--- src/rtl/muldiv_pkg.sv ---
// Shared definitions for the iterative RV32M multiply/divide unit.
package muldiv_pkg;

  // RV32M funct3 encodings
  localparam logic [2:0] OP_MUL    = 3'b000;
  localparam logic [2:0] OP_MULH   = 3'b001;
  localparam logic [2:0] OP_MULHSU = 3'b010;
  localparam logic [2:0] OP_MULHU  = 3'b011;
  localparam logic [2:0] OP_DIV    = 3'b100;
  localparam logic [2:0] OP_DIVU   = 3'b101;
  localparam logic [2:0] OP_REM    = 3'b110;
  localparam logic [2:0] OP_REMU   = 3'b111;

  typedef enum logic [1:0] {
    IDLE,
    CALC,
    FIN
  } state_e;

  // Divide-class ops (DIV/DIVU/REM/REMU) all have funct3[2] set
  function automatic logic is_div(input logic [2:0] op);
    return op[2];
  endfunction

endpackage

--- src/rtl/muldiv_unit.sv ---
// Iterative multiply/divide unit: one shift-add or restoring-divide step per cycle.
module muldiv_unit
  import muldiv_pkg::*;
#(
  parameter int unsigned XLEN = 32
) (
  input  logic            clk,
  input  logic            rst_n,
  input  logic            start,
  input  logic [2:0]      op,
  input  logic [XLEN-1:0] a,
  input  logic [XLEN-1:0] b,
  output logic            busy,
  output logic            done,
  output logic [XLEN-1:0] result,
  output logic            zero
);

  localparam int unsigned CW = $clog2(XLEN);
  localparam logic [XLEN-1:0] MIN_NEG = XLEN'(1) << (XLEN - 1);

  state_e            state_q, state_d;
  logic [2:0]        op_q, op_d;
  logic [XLEN-1:0]   opb_q, opb_d;     // multiplicand or divisor magnitude
  logic [2*XLEN-1:0] acc_q, acc_d;     // {product hi, lo} or {remainder, quotient}
  logic [CW-1:0]     cnt_q, cnt_d;
  logic              neg_q, neg_d;
  logic              busy_q, busy_d;
  logic              done_q, done_d;
  logic              zero_q, zero_d;
  logic [XLEN-1:0]   result_q, result_d;

  logic              a_signed, b_signed, a_neg, b_neg, sign_flag;
  logic              is_ovf, is_special;
  logic [XLEN-1:0]   mag_a, mag_b;
  logic [XLEN:0]     mul_sum, div_sh, div_diff;
  logic              div_borrow;
  logic [XLEN-1:0]   div_rem;
  logic [2*XLEN-1:0] mul_next, div_next, fin_val, fin_sgn;
  logic [XLEN-1:0]   fin_res;

  // Operand signedness, magnitudes, sign flag and special-case detection at accept
  always_comb begin
    a_signed   = (op == OP_MULH) || (op == OP_MULHSU) || (op == OP_DIV) || (op == OP_REM);
    b_signed   = (op == OP_MULH) || (op == OP_DIV) || (op == OP_REM);
    a_neg      = a_signed & a[XLEN-1];
    b_neg      = b_signed & b[XLEN-1];
    mag_a      = a_neg ? -a : a;
    mag_b      = b_neg ? -b : b;
    // remainder follows the dividend; everything else follows the sign product
    sign_flag  = (op[2] & op[1]) ? a_neg : (a_neg ^ b_neg);
    is_ovf     = ((op == OP_DIV) || (op == OP_REM)) && (a == MIN_NEG) && (b == '1);
    is_special = is_div(op) && ((b == '0) || is_ovf);
  end

  // One iteration step for each algorithm, plus sign correction and result select
  always_comb begin
    mul_sum    = {1'b0, acc_q[2*XLEN-1:XLEN]} + (acc_q[0] ? {1'b0, opb_q} : '0);
    mul_next   = {mul_sum, acc_q[XLEN-1:1]};
    div_sh     = {acc_q[2*XLEN-1:XLEN], acc_q[XLEN-1]};
    div_diff   = div_sh - {1'b0, opb_q};
    div_borrow = div_sh < {1'b0, opb_q};
    div_rem    = div_borrow ? div_sh[XLEN-1:0] : div_diff[XLEN-1:0];
    div_next   = {div_rem, acc_q[XLEN-2:0], ~div_borrow};
    // a single 2*XLEN negator serves product, quotient and remainder
    if (!is_div(op_q))
      fin_val = acc_q;
    else if (op_q[1])
      fin_val = {{XLEN{1'b0}}, acc_q[2*XLEN-1:XLEN]};
    else
      fin_val = {{XLEN{1'b0}}, acc_q[XLEN-1:0]};
    fin_sgn = neg_q ? -fin_val : fin_val;
    fin_res = ((op_q == OP_MUL) || is_div(op_q)) ? fin_sgn[XLEN-1:0]
                                                 : fin_sgn[2*XLEN-1:XLEN];
  end

  // Next-state and datapath update
  always_comb begin
    state_d  = state_q;
    op_d     = op_q;
    opb_d    = opb_q;
    acc_d    = acc_q;
    cnt_d    = cnt_q;
    neg_d    = neg_q;
    busy_d   = busy_q;
    done_d   = 1'b0;
    zero_d   = zero_q;
    result_d = result_q;
    unique case (state_q)
      IDLE: begin
        if (start) begin
          op_d   = op;
          opb_d  = mag_b;
          cnt_d  = CW'(XLEN - 1);
          busy_d = 1'b1;
          if (is_special) begin
            // final remainder/quotient preloaded raw; FIN applies no correction
            neg_d   = 1'b0;
            acc_d   = (b == '0) ? {a, {XLEN{1'b1}}} : {{XLEN{1'b0}}, a};
            state_d = FIN;
          end else begin
            neg_d   = sign_flag;
            acc_d   = {{XLEN{1'b0}}, mag_a};
            state_d = CALC;
          end
        end
      end
      CALC: begin
        acc_d = is_div(op_q) ? div_next : mul_next;
        if (cnt_q == '0) state_d = FIN;
        else             cnt_d   = cnt_q - CW'(1);
      end
      FIN: begin
        result_d = fin_res;
        zero_d   = (fin_res == '0);
        done_d   = 1'b1;
        busy_d   = 1'b0;
        state_d  = IDLE;
      end
      default: state_d = IDLE;
    endcase
  end

  // State registers with synchronous active-low reset
  always_ff @(posedge clk) begin
    if (!rst_n) begin
      state_q  <= IDLE;
      op_q     <= '0;
      opb_q    <= '0;
      acc_q    <= '0;
      cnt_q    <= '0;
      neg_q    <= 1'b0;
      busy_q   <= 1'b0;
      done_q   <= 1'b0;
      zero_q   <= 1'b1;
      result_q <= '0;
    end else begin
      state_q  <= state_d;
      op_q     <= op_d;
      opb_q    <= opb_d;
      acc_q    <= acc_d;
      cnt_q    <= cnt_d;
      neg_q    <= neg_d;
      busy_q   <= busy_d;
      done_q   <= done_d;
      zero_q   <= zero_d;
      result_q <= result_d;
    end
  end

  assign busy   = busy_q;
  assign done   = done_q;
  assign result = result_q;
  assign zero   = zero_q;

endmodule

--- config.mk ---
export PLATFORM = sky130hd
export DESIGN_NAME = muldiv_unit
export DESIGN_NICKNAME = d
export VERILOG_FILES = /design/src/rtl/muldiv_pkg.sv /design/src/rtl/muldiv_unit.sv
export SDC_FILE = /design/constraint.sdc
export NUM_CORES = 1
export LEC_CHECK = 0
export BUFFER_PORTS_ARGS = -buffer_cell sky130_fd_sc_hd__buf_4
export CORE_ASPECT_RATIO = 1.5
export CORE_MARGIN = 5
export CORE_UTILIZATION = 45
export DETAILED_ROUTE_END_ITERATION = 7
export PLACE_DENSITY_LB_ADDON = 0.05
export SYNTH_ARGS = -nofsm -noshare
export SYNTH_HDL_FRONTEND = slang
export SYNTH_SLANG_ARGS = --single-unit
--- constraint.sdc ---
create_clock -name clk -period 10.7 [get_ports clk]
set_input_delay 2.14 -clock clk [delete_from_list [all_inputs] [get_ports clk]]
set_output_delay 2.14 -clock clk [all_outputs]
set_load 0.005 [all_outputs]
==> results.txt, run 1 <==
Post-DR vias/cell -> 6.44
FF+latch area -> 2850 sq um
DP Worst Slack -> 4720 ps
DIE AREA -> 36000 sq um
Grt ovf -> 0
Top Ports -> 105
Sink Count -> 142
CTS H-tree lvls -> 4
CP arrival -> 6240 ps
Final hold slack -> 453 ps
CTS tree -> yes
Syn Area/Cell -> 6.98 sq um
Power share of the sequential group -> 25.3%
Nets -> 2226
Post-synthesis register bit count -> 142
Root Buffer -> clkbuf_16
Via count -> 16148
Commonest non-fill, non-tap cell in the layout -> nor2_1
Area Growth Syn to Fin -> 11.0%
Req. time, crit path -> 11090 ps
Placer Congestion -> 1.03
Post-synthesis instance total -> 2077
Maximum net fanout on the critical path -> 57
Post-DP Area -> 15500 sq um
Switch Pwr -> 1.48 mW
Die height -> 230 um
First-pass GRT wire length -> 90.4 mm
Post-synthesis async set-or-reset flop share -> 0%
Drt first pass iters -> 6
Hold path depth -> 2
Min Tclk post-route -> 5850 ps
CP cell instances -> buf_4, and2_4, mux2i_1, ha_1, a21bo_2, or4_1, a2111oi_2, buf_4, nand3_1, o21ai_0, xnor2_1, o21ai_0, nand4_1, nor4_1, nand4_1, o21ai_1
Worst VDD drop -> 0.114 mV
Critical path's slowest cell -> o21ai_0
Switching Fraction -> 48.5%
Worst-skew pair later-pin latency -> 460 ps
# Post-CTS Setup Buffers -> 0
CTS buffer count -> 17
Most frequent cells in the layout -> 244 x nor2_1, 232 x a21oi_1, 188 x nand2_1
Mapped Area -> 14500 sq um
First-iteration detailed-routing DRC count -> 1248
Largest net degree at the start of global routing -> 89
Post-route design area -> 16100 sq um
Hold-fix buffers, CTS -> 0
CTS max path bufs -> 2
Leak -> 6.27 nW
Worst reg2reg path depth -> 16
RR Endpoint -> zero
Num rows -> 80
Reg2reg setup slack -> 4850 ps
Total power draw -> 3.05 mW
Final setup vio count -> 0
Count of pins over their slew limit -> 0
WL/cell -> 23.6 um
GR Util All Layers -> 32.2%
Hpwl dp -> 45.3 mm
Initial Utilization -> 45.6%
Slowest stage delay, CP -> 660 ps
Final ANT Viol Nets -> 0
Hold Path Class -> register to register
IO buf count -> 104
Power Density -> 189 nW/um^2
Ys Warns -> 0
Final hold violations -> 0
Smallest setup slack after layout -> 4850 ps
Min-delay src -> result[23]
Fill cells -> 3277
Detailed Route WL -> 59.2 mm
Post-synthesis cell type count -> 84
Ys flop type -> dfxtp_1
Clk slew on worst S/H paths -> 70 ps
Reg2reg start -> op_q[2]
Worst hold endpoint -> result[23]
Slew headroom -> 2.83%
Slew @ Worst Pin -> 1440 ps
Vias in the first global route -> 15406
Total negative slack -> 0 ps
Register area share after synthesis -> 19.6%
Core Region -> 31800 sq um
Clock group share of total power -> 20.9%
Outcome -> complete, no violations
Cts repair resizes -> 0
Max cap viols -> 0
Kind of critical path -> register to register
Fmax achieved -> 171 MHz
Post-Synthesis Net Count -> 2219
Internal -> 1.57 mW
Share of cells above drive strength 1 -> 10.1%
Gate power share -> 53.8%
Die width -> 157 um
Setup crit start kind -> register
Crit end category -> register
Multi-input logic area -> 10800 sq um
DRC Markers -> 0
RSZ-0062 raised after global routing -> false
Tcrit/Tclk final -> 54.7%
Crit. Startpoint -> op_q[2]
Ant. Diodes -> 0
Final Skew -> 8.14 ps
EDFF count, synth -> 0
Antenna violations before repair -> 0
-- how the worst max path moves through the flow --
| stage | to | slack (ps) | depth (start not counted) |
|---|---|---|---|
| after floorplan | acc_q[16] | 5510 | 11 |
| after global placement | acc_q[30] | 4700 | 13 |
| after detailed placement | acc_q[30] | 4720 | 13 |
| after CTS | zero | 5040 | 16 |
| after global routing | zero | 4510 | 16 |
| final | zero | 4850 | 16 |
-- through the flow --
step / cells / utilization, %
final: 2507 / 50.6
after global routing: 2507 / 50.6
after CTS: 2507 / 50.6
after detailed placement: 2475 / 48.7
after global placement: 2475 / 48.7
after floorplan: 2077 / -
-- critical path: cells and delay by family, from the launching register on --
family	cells	cell delay, ps
adder cells (fa/ha/maj)	1	330
buffers and inverters	2	810
multiplexers	1	250
AND/OR/NAND/NOR	6	1640
AO/OA/AOI/OAI	5	2000
flip-flops	1	610
XOR/XNOR	1	110
-- power by group through the flow --
stage	clock [mW]	combinational [mW]	sequential [mW]
4_1_cts	0.644	1.62	0.762
5_1_grt	0.665	1.78	0.780
3_5_place_dp	0	1.61	0.775
3_3_place_gp	0	1.60	0.774
2_1_floorplan	0	1.17	0.683
6_report	0.637	1.64	0.770
-- cell usage after synthesis, types with 7 or more instances --
library cell  instances  area share, %
o211ai_1             18           0.93
o22ai_1              14           0.60
and2_1               42            1.8
o31ai_1              17           0.88
nand4_1              27            1.2
buf_1                17           0.44
nand2_1             188            4.9
and3_1               14           0.60
nor4b_1               9           0.54
o31a_1                7           0.42
buf_2                 8           0.28
nor3_1               74            2.6
a211o_1               8           0.48
mux2_2                9           0.70
nor2b_1               9           0.39
o221ai_1             13           0.78
a211oi_1             74            3.8
inv_1                67            1.7
o21a_1                8           0.41
mux2i_1              52            3.6
dfxtp_1             142             20
a221o_1              25            1.7
clkbuf_1            120            3.1
nand3_1              48            1.7
xor2_1               34            2.1
nor4_1               22           0.95
or3_1                19           0.82
o21ai_0             122            4.2
a31oi_1              27            1.2
or4_1                10           0.52
xnor2_1              69            4.2
a41oi_1               7           0.42
nor2_1              247            6.4
o21bai_1             13           0.67
a221oi_1             23            1.4
ha_1                 70            6.0
a21o_1               41            2.1
a21oi_1             232            8.0
nand2b_1             11           0.47
o311ai_0              9           0.54
o41ai_1               9           0.54
-- area by class of cell --
class,instances,share of cell area (%)
multi-input cells,1713,67.2
flip-flops and latches,142,17.7
repair buffers,141,6.57
well taps,410,3.18
clock buffers,17,2.64
inverters,69,1.61
clock inverters,15,1.08
-- per-layer routing --
metal  global-route usage [%]  share of wire (%)  up-vias
met5                        0                  0        -
met3                     3.59                5.1      202
met1                     36.8                 38     7504
met2                     56.3                 50      710
met4                     19.8                7.0        0
li1                         -                  -     7732
-- flip-flops by register name (all words and copies together) (netlist names) --
signal / flops
neg_q: 1
opb_q: 32
result: 32
state_q: 2
acc_q: 64
busy: 1
done: 1
cnt_q: 5
op_q: 3
zero: 1
-- cell families after synthesis --
family	share of synthesized area [%]
simple gates	24.8
xor+xnor	6.22
mux	4.39
buf+inv	6.06
fa+ha+maj	6.31
compound gates	32.6
flops	19.6
Note: power is estimated with default switching activity, not from simulation.
==> inputs of run 2 (changes only) <==
- ABC_AREA: default -> 1
- clock period: 10.7 -> 6 ns (I/O delays scaled with it)
==> run 2 against run 1 <==
- clock-buffer cell count unchanged
- sequential power grew 60%
- sequential share of layout area is 1.9 points lower
- routed wire length up 28%
- synthesized area grew 13%
- largest cell class unchanged
==> results.txt, run 2 <==
Clk slew on worst S/H paths -> 70 ps
Antenna violations before repair -> 0
Leak -> 9.12 nW
Dominant cell by count in the synthesized netlist -> nand2_1
Max cap viols -> 0
Ant. Diodes -> 0
Fmax achieved -> 252 MHz
CTS max path bufs -> 2
WL/cell -> 22.1 um
Crit. Startpoint -> op_q[2]
Clock group share of total power -> 23.6%
Maximum net fanout on the critical path -> 46
Post-synthesis cell type count -> 53
Final setup vio count -> 0
Min-delay src -> busy
Final hold slack -> 470 ps
Worst-skew pair later-pin latency -> 470 ps
First-pass GRT wire length -> 112 mm
# Post-CTS Setup Buffers -> 0
Slew headroom -> 29.0%
Min Tclk post-route -> 3970 ps
Initial Utilization -> 45.6%
Number of flip-flops in the largest register -> 64
Reg2reg start -> op_q[2]
Post-synthesis async set-or-reset flop share -> 0%
Post-synthesis instance total -> 2927
Gate power share -> 51.6%
Outcome -> complete, no violations
Ys Warns -> 0
GR Util All Layers -> 35.7%
Total power draw -> 4.97 mW
Power share of the sequential group -> 24.7%
Hold-fix buffers, CTS -> 0
Post-route design area -> 18100 sq um
Post-synth top area share -> 18.5%
Root Buffer -> clkbuf_16
Via count -> 20134
Dpl cells -> 3415
DRC Markers -> 0
Vias in the first global route -> 18947
Final hold violations -> 0
RSZ-0062 raised after global routing -> false
Final Skew -> 13.6 ps
Worst VDD drop -> 0.169 mV
First-iteration detailed-routing DRC count -> 1948
Fill cells -> 3966
Cts repair resizes -> 0
Kind of critical path -> register to register
Hpwl dp -> 60.6 mm
Most frequent cells in the layout -> 806 x nand2_1, 356 x inv_1, 295 x o21ai_0
CP arrival -> 4390 ps
Detailed Route WL -> 76.0 mm
Final non-filler cell total -> 3447
Nets -> 3098
Util after Layout -> 50.3%
Hold Path Class -> register to register
Syn Area/Cell -> 5.60 sq um
Top Ports -> 105
Post-DP Area -> 17500 sq um
Crit end category -> register
DIE AREA -> 40400 sq um
Core Region -> 35900 sq um
Post-Synthesis Net Count -> 3069
Total negative slack -> 0 ps
Switch Pwr -> 2.52 mW
Top post-synthesis cells by area -> nand2_1 18%, dfxtp_1 17%, o21ai_0 9.0%
Reg with most FFs -> acc_q
Smallest setup slack after layout -> 2030 ps
Top cell type by total area after synthesis -> nand2_1
Setup crit start kind -> register
Die width -> 166 um
Final ANT Viol Nets -> 0
Placer Congestion -> 1.09
Num rows -> 85
Mapped Area -> 16400 sq um
Die height -> 244 um
IO buf count -> 104
Register area share after synthesis -> 17.3%
Grt ovf -> 0
Post-synthesis register bit count -> 142
CTS tree -> yes
EDFF count, synth -> 0
Area Growth Syn to Fin -> 10.3%
Share of cells above drive strength 1 -> 8.42%
CTS H-tree lvls -> 4
CTS buffer count -> 17
Slew @ Worst Pin -> 1060 ps
Internal -> 2.45 mW
Drt first pass iters -> 6
Ys flop type -> dfxtp_1
Commonest non-fill, non-tap cell in the layout -> nand2_1
Sink Count -> 142
Req. time, crit path -> 6410 ps
Count of pins over their slew limit -> 0
DP Worst Slack -> 1860 ps
Most frequent cells after synthesis -> 807 x nand2_1, 356 x inv_1, 295 x o21ai_0, 278 x nor2_1, 225 x a21oi_1
Post-DR vias/cell -> 5.84
Power Density -> 275 nW/um^2
Largest net degree at the start of global routing -> 93
Tcrit/Tclk final -> 66.2%
Switching Fraction -> 50.7%
==> run 2: cell types whose count changed after synthesis, sizes merged, moves of 48 or more <==
cell / before / now
nand3: 48 / 227
xor2: 34 / 82
nand2: 188 / 830
o21ai: 123 / 309
inv: 68 / 362
nor2: 247 / 303
a211oi: 74 / 3
mux2i: 52 / 0
==> run 2: final timing paths <==
| kind | endpoint | slack (ps) | cells after the start |
|---|---|---|---|
| hold reg to reg | busy | 470 | 2 |
| hold / removal | busy | 470 | 2 |
| setup reg to reg | zero | 2030 | 18 |
| setup / recovery | zero | 2030 | 18 |
==> run 2: cells by family after synthesis <==
| logic type | count (synthesis) | share of synthesized area (%) |
|---|---|---|
| AOI/OAI and AO/OA | 649 | 21.6 |
| xor gates and xnor gates | 107 | 5.72 |
| DFF | 142 | 17.3 |
| buffers and inverters | 492 | 11.9 |
| and+or+nand+nor | 1465 | 37.9 |
| adders and majority gates | 72 | 5.59 |
==> run 2: final cells by class <==
class	instances	area, sq um	share of cell area [%]
multi-input combinational	2293	11600	64.3
sequential	142	2850	15.7
inverter	367	1380	7.61
timing repair buffer	135	1010	5.60
tap	478	598	3.31
clock buffer	17	425	2.35
clock inverter	15	194	1.07
==> run 2: worst max-delay path, cell delays in order (launching register included) <==
cell and delay [ps]:
dfxtp_4 740, inv_2 500, nand2_1 420, nand3_1 230, nor2_1 300, nand4_1 220, nor2_1 240, nand2_1 110
nand2_1 70, nand2_1 60, nand2_1 60, nand2_1 50, nand2_1 270, nand3_1 120, nor2_1 140, nand2_1 60
nor2_1 150, nand2_1 70, nand2_1 50
==> run 2: power by group through the flow <==
stage	logic (mW)	clock network [mW]	registers (mW)
after floorplan	1.72	0	1.15
after global placement	2.48	0	1.24
after detailed placement	2.49	0	1.24
after CTS	2.50	1.18	1.22
after global routing	2.78	1.22	1.23
final	2.57	1.17	1.23
==> run 2: layer usage <==
metal	GRT usage, %	vias up	part of all wire [%]
met2	61.3	971	48
met4	29.5	0	9.9
met1	39.0	9215	36
li1	-	9658	-
met3	4.46	290	6.5
met5	0	-	0
==> inputs of run 3 (changes only) <==
- ABC_AREA: 1 -> 0
- clock period: 6 -> 4.15 ns (I/O delays scaled with it)
==> run 3 against run 2 <==
- power is 69% higher
- worst hold slack worse by 14 ps
- first-iteration DRC count is 36% lower
- flip-flop and latch count stayed put
- register-to-register slack worse by 1900 ps
- routed wire length is 19% lower
- combinational power is 92% higher
- critical path depth is 4 lower
- die area is 11% lower
- core utilization is 4.2 points higher
- critical path type unchanged
- critical endpoint unchanged
- highest routed layer unchanged
==> results.txt, run 3 (synthesized netlist as in run 1, its figures left out) <==
Fmax achieved -> 251 MHz
Switch Pwr -> 3.94 mW
Reg2reg setup slack -> 170 ps
Number of flip-flops in the largest register -> 64
Worst-skew pair later-pin latency -> 460 ps
CTS tree -> yes
Slew headroom -> 44.4%
Initial Utilization -> 45.6%
DIE AREA -> 36000 sq um
Setup crit start kind -> register
Final hold violations -> 0
Reg2reg start -> op_q[2]
Count of pins over their slew limit -> 0
Top Ports -> 105
Die height -> 230 um
DRC Markers -> 0
Min-delay src -> result[18]
Final ANT Viol Nets -> 0
CP arrival -> 4370 ps
Reg with most FFs -> acc_q
Util after Layout -> 54.6%
Grt ovf -> 0
CTS H-tree lvls -> 4
Highest routed metal layer -> met4
Worst hold endpoint -> result[18]
Share of cells above drive strength 1 -> 16.3%
Vias in the first global route -> 16206
Detailed Route WL -> 61.7 mm
Clk slew on worst S/H paths -> 70 ps
Via count -> 16741
Crit end category -> register
Final hold slack -> 456 ps
Largest net degree at the start of global routing -> 52
Maximum net fanout on the critical path -> 27
Kind of critical path -> register to register
Root Buffer -> clkbuf_16
Commonest non-fill, non-tap cell in the layout -> buf_4
RSZ-0062 raised after global routing -> false
Req. time, crit path -> 4540 ps
CTS max path bufs -> 2
Sink Count -> 142
Slew @ Worst Pin -> 834 ps
Core Region -> 31800 sq um
Power share of the sequential group -> 22.2%
Hold Path Class -> register to register
GR Util All Layers -> 33.2%
Gate power share -> 58.5%
Antenna violations before repair -> 0
WL/cell -> 23.3 um
Max cap viols -> 0
Hpwl dp -> 49.0 mm
Met2 routed WL -> 30.5 mm
Power Density -> 485 nW/um^2
Fill cells -> 3151
Min Tclk post-route -> 3980 ps
Drt first pass iters -> 5
Clock group share of total power -> 19.3%
Placer Congestion -> 1.03
CTS buffer count -> 17
Most frequent cells in the layout -> 272 x buf_4, 244 x nor2_1, 232 x a21oi_1
Hold path depth -> 2
Post-DR vias/cell -> 6.33
First-pass GRT wire length -> 92.6 mm
Final setup vio count -> 0
M1 WL -> 22.8 mm
First-iteration detailed-routing DRC count -> 1241
Ant. Diodes -> 0
Worst VDD drop -> 0.332 mV
Switching Fraction -> 46.8%
Area Growth Syn to Fin -> 19.7%
Internal -> 4.48 mW
IO buf count -> 104
Nets -> 2366
Die width -> 157 um
Worst reg2reg path depth -> 14
RR Endpoint -> zero
Num rows -> 80
Outcome -> complete, no violations
Leak -> 7.00 nW
Tcrit/Tclk final -> 95.9%
WL met3 -> 3.19 mm
Final Skew -> 9.26 ps
Total power draw -> 8.42 mW
[run 3: cell count changes in the layout (fill, tap and decap cells not counted), sizes merged, moves of 25 or more]
cell / previous run / this run
xnor2: 25 / 69
nand2: 830 / 188
a221o: 0 / 25
mux2i: 0 / 52
buf: 135 / 281
a21o: 11 / 41
nor2: 303 / 247
xor2: 82 / 34
o21ai: 309 / 123
inv: 370 / 70
a211oi: 3 / 74
and2: 1 / 43
nor3: 34 / 74
nand3: 227 / 48
[run 3: worst max-delay path, cell delays in order, from the launching register on]
cell and delay, ps:
dfxtp_4 390, and2_4 170, buf_6 250, buf_4 300, o221ai_1 310, a2111oi_1 360, buf_4 230, nand4_1 170
buf_4 240, a211o_1 300, o31ai_1 200, nor4b_4 380, nor4bb_2 360, nand4_1 120, o21ai_1 120
[run 3: area by class of cell]
class	instances	area, sq um	area share [%]
multi-input cells	1713	11000	63.0
flip-flops and latches	142	2850	16.4
repair buffers	281	2200	12.7
well taps	410	513	2.95
clock buffers	18	429	2.47
inverters	69	259	1.49
clock inverters	13	165	0.951
[run 3: routing by layer]
layer	vias to the layer above	global-route usage [%]
met4	0	24.5
li1	8019	-
met5	-	0
met2	673	58.1
met1	7828	36.4
met3	221	3.82
[run 3: power groups by stage]
| stage | combinational, mW | clock (mW) | sequential [mW] |
|---|---|---|---|
| 3_3_place_gp | 4.75 | 0 | 1.88 |
| 5_1_grt | 5.33 | 1.69 | 1.89 |
| 6_report | 4.93 | 1.63 | 1.87 |
| 3_5_place_dp | 4.78 | 0 | 1.88 |
| 4_1_cts | 4.82 | 1.65 | 1.85 |
| 2_1_floorplan | 3.05 | 0 | 1.76 |
[run 3: timing repair]
item / 4_1_cts / 5_1_grt
endpoints found under the setup margin: 1 / 7
pin swaps: 0 / 3
buffers inserted: 0 / 2
hold buffers: 0 / 0
hold endpoints to repair: 0 / 0
gates resized for setup: 5 / 16
[run 3: worst max-delay path by stage]
stage | startpoint | to | slack (ps) | depth (start not counted)
after floorplan | op_q[2] | zero | -490 | 22
after global placement | op_q[1] | zero | -230 | 14
after detailed placement | op_q[1] | zero | -420 | 14
after CTS | op_q[1] | zero | 10 | 14
after global routing | acc_q[40] | acc_q[60] | 10 | 16
final | op_q[2] | zero | 170 | 14
[run 3: metrics by stage]
| step | instance area, sq um | instances | setup WS (ps) | TNS, ps |
|---|---|---|---|---|
| after CTS | 17300 | 2644 | 9.93 | 0 |
| final | 17400 | 2646 | 170 | 0 |
| after floorplan | 14600 | 2077 | -485 | -546 |
| after global placement | 16700 | 2613 | -228 | -228 |
| after global routing | 17400 | 2646 | 11.3 | 0 |
| after detailed placement | 16700 | 2613 | -419 | -419 |
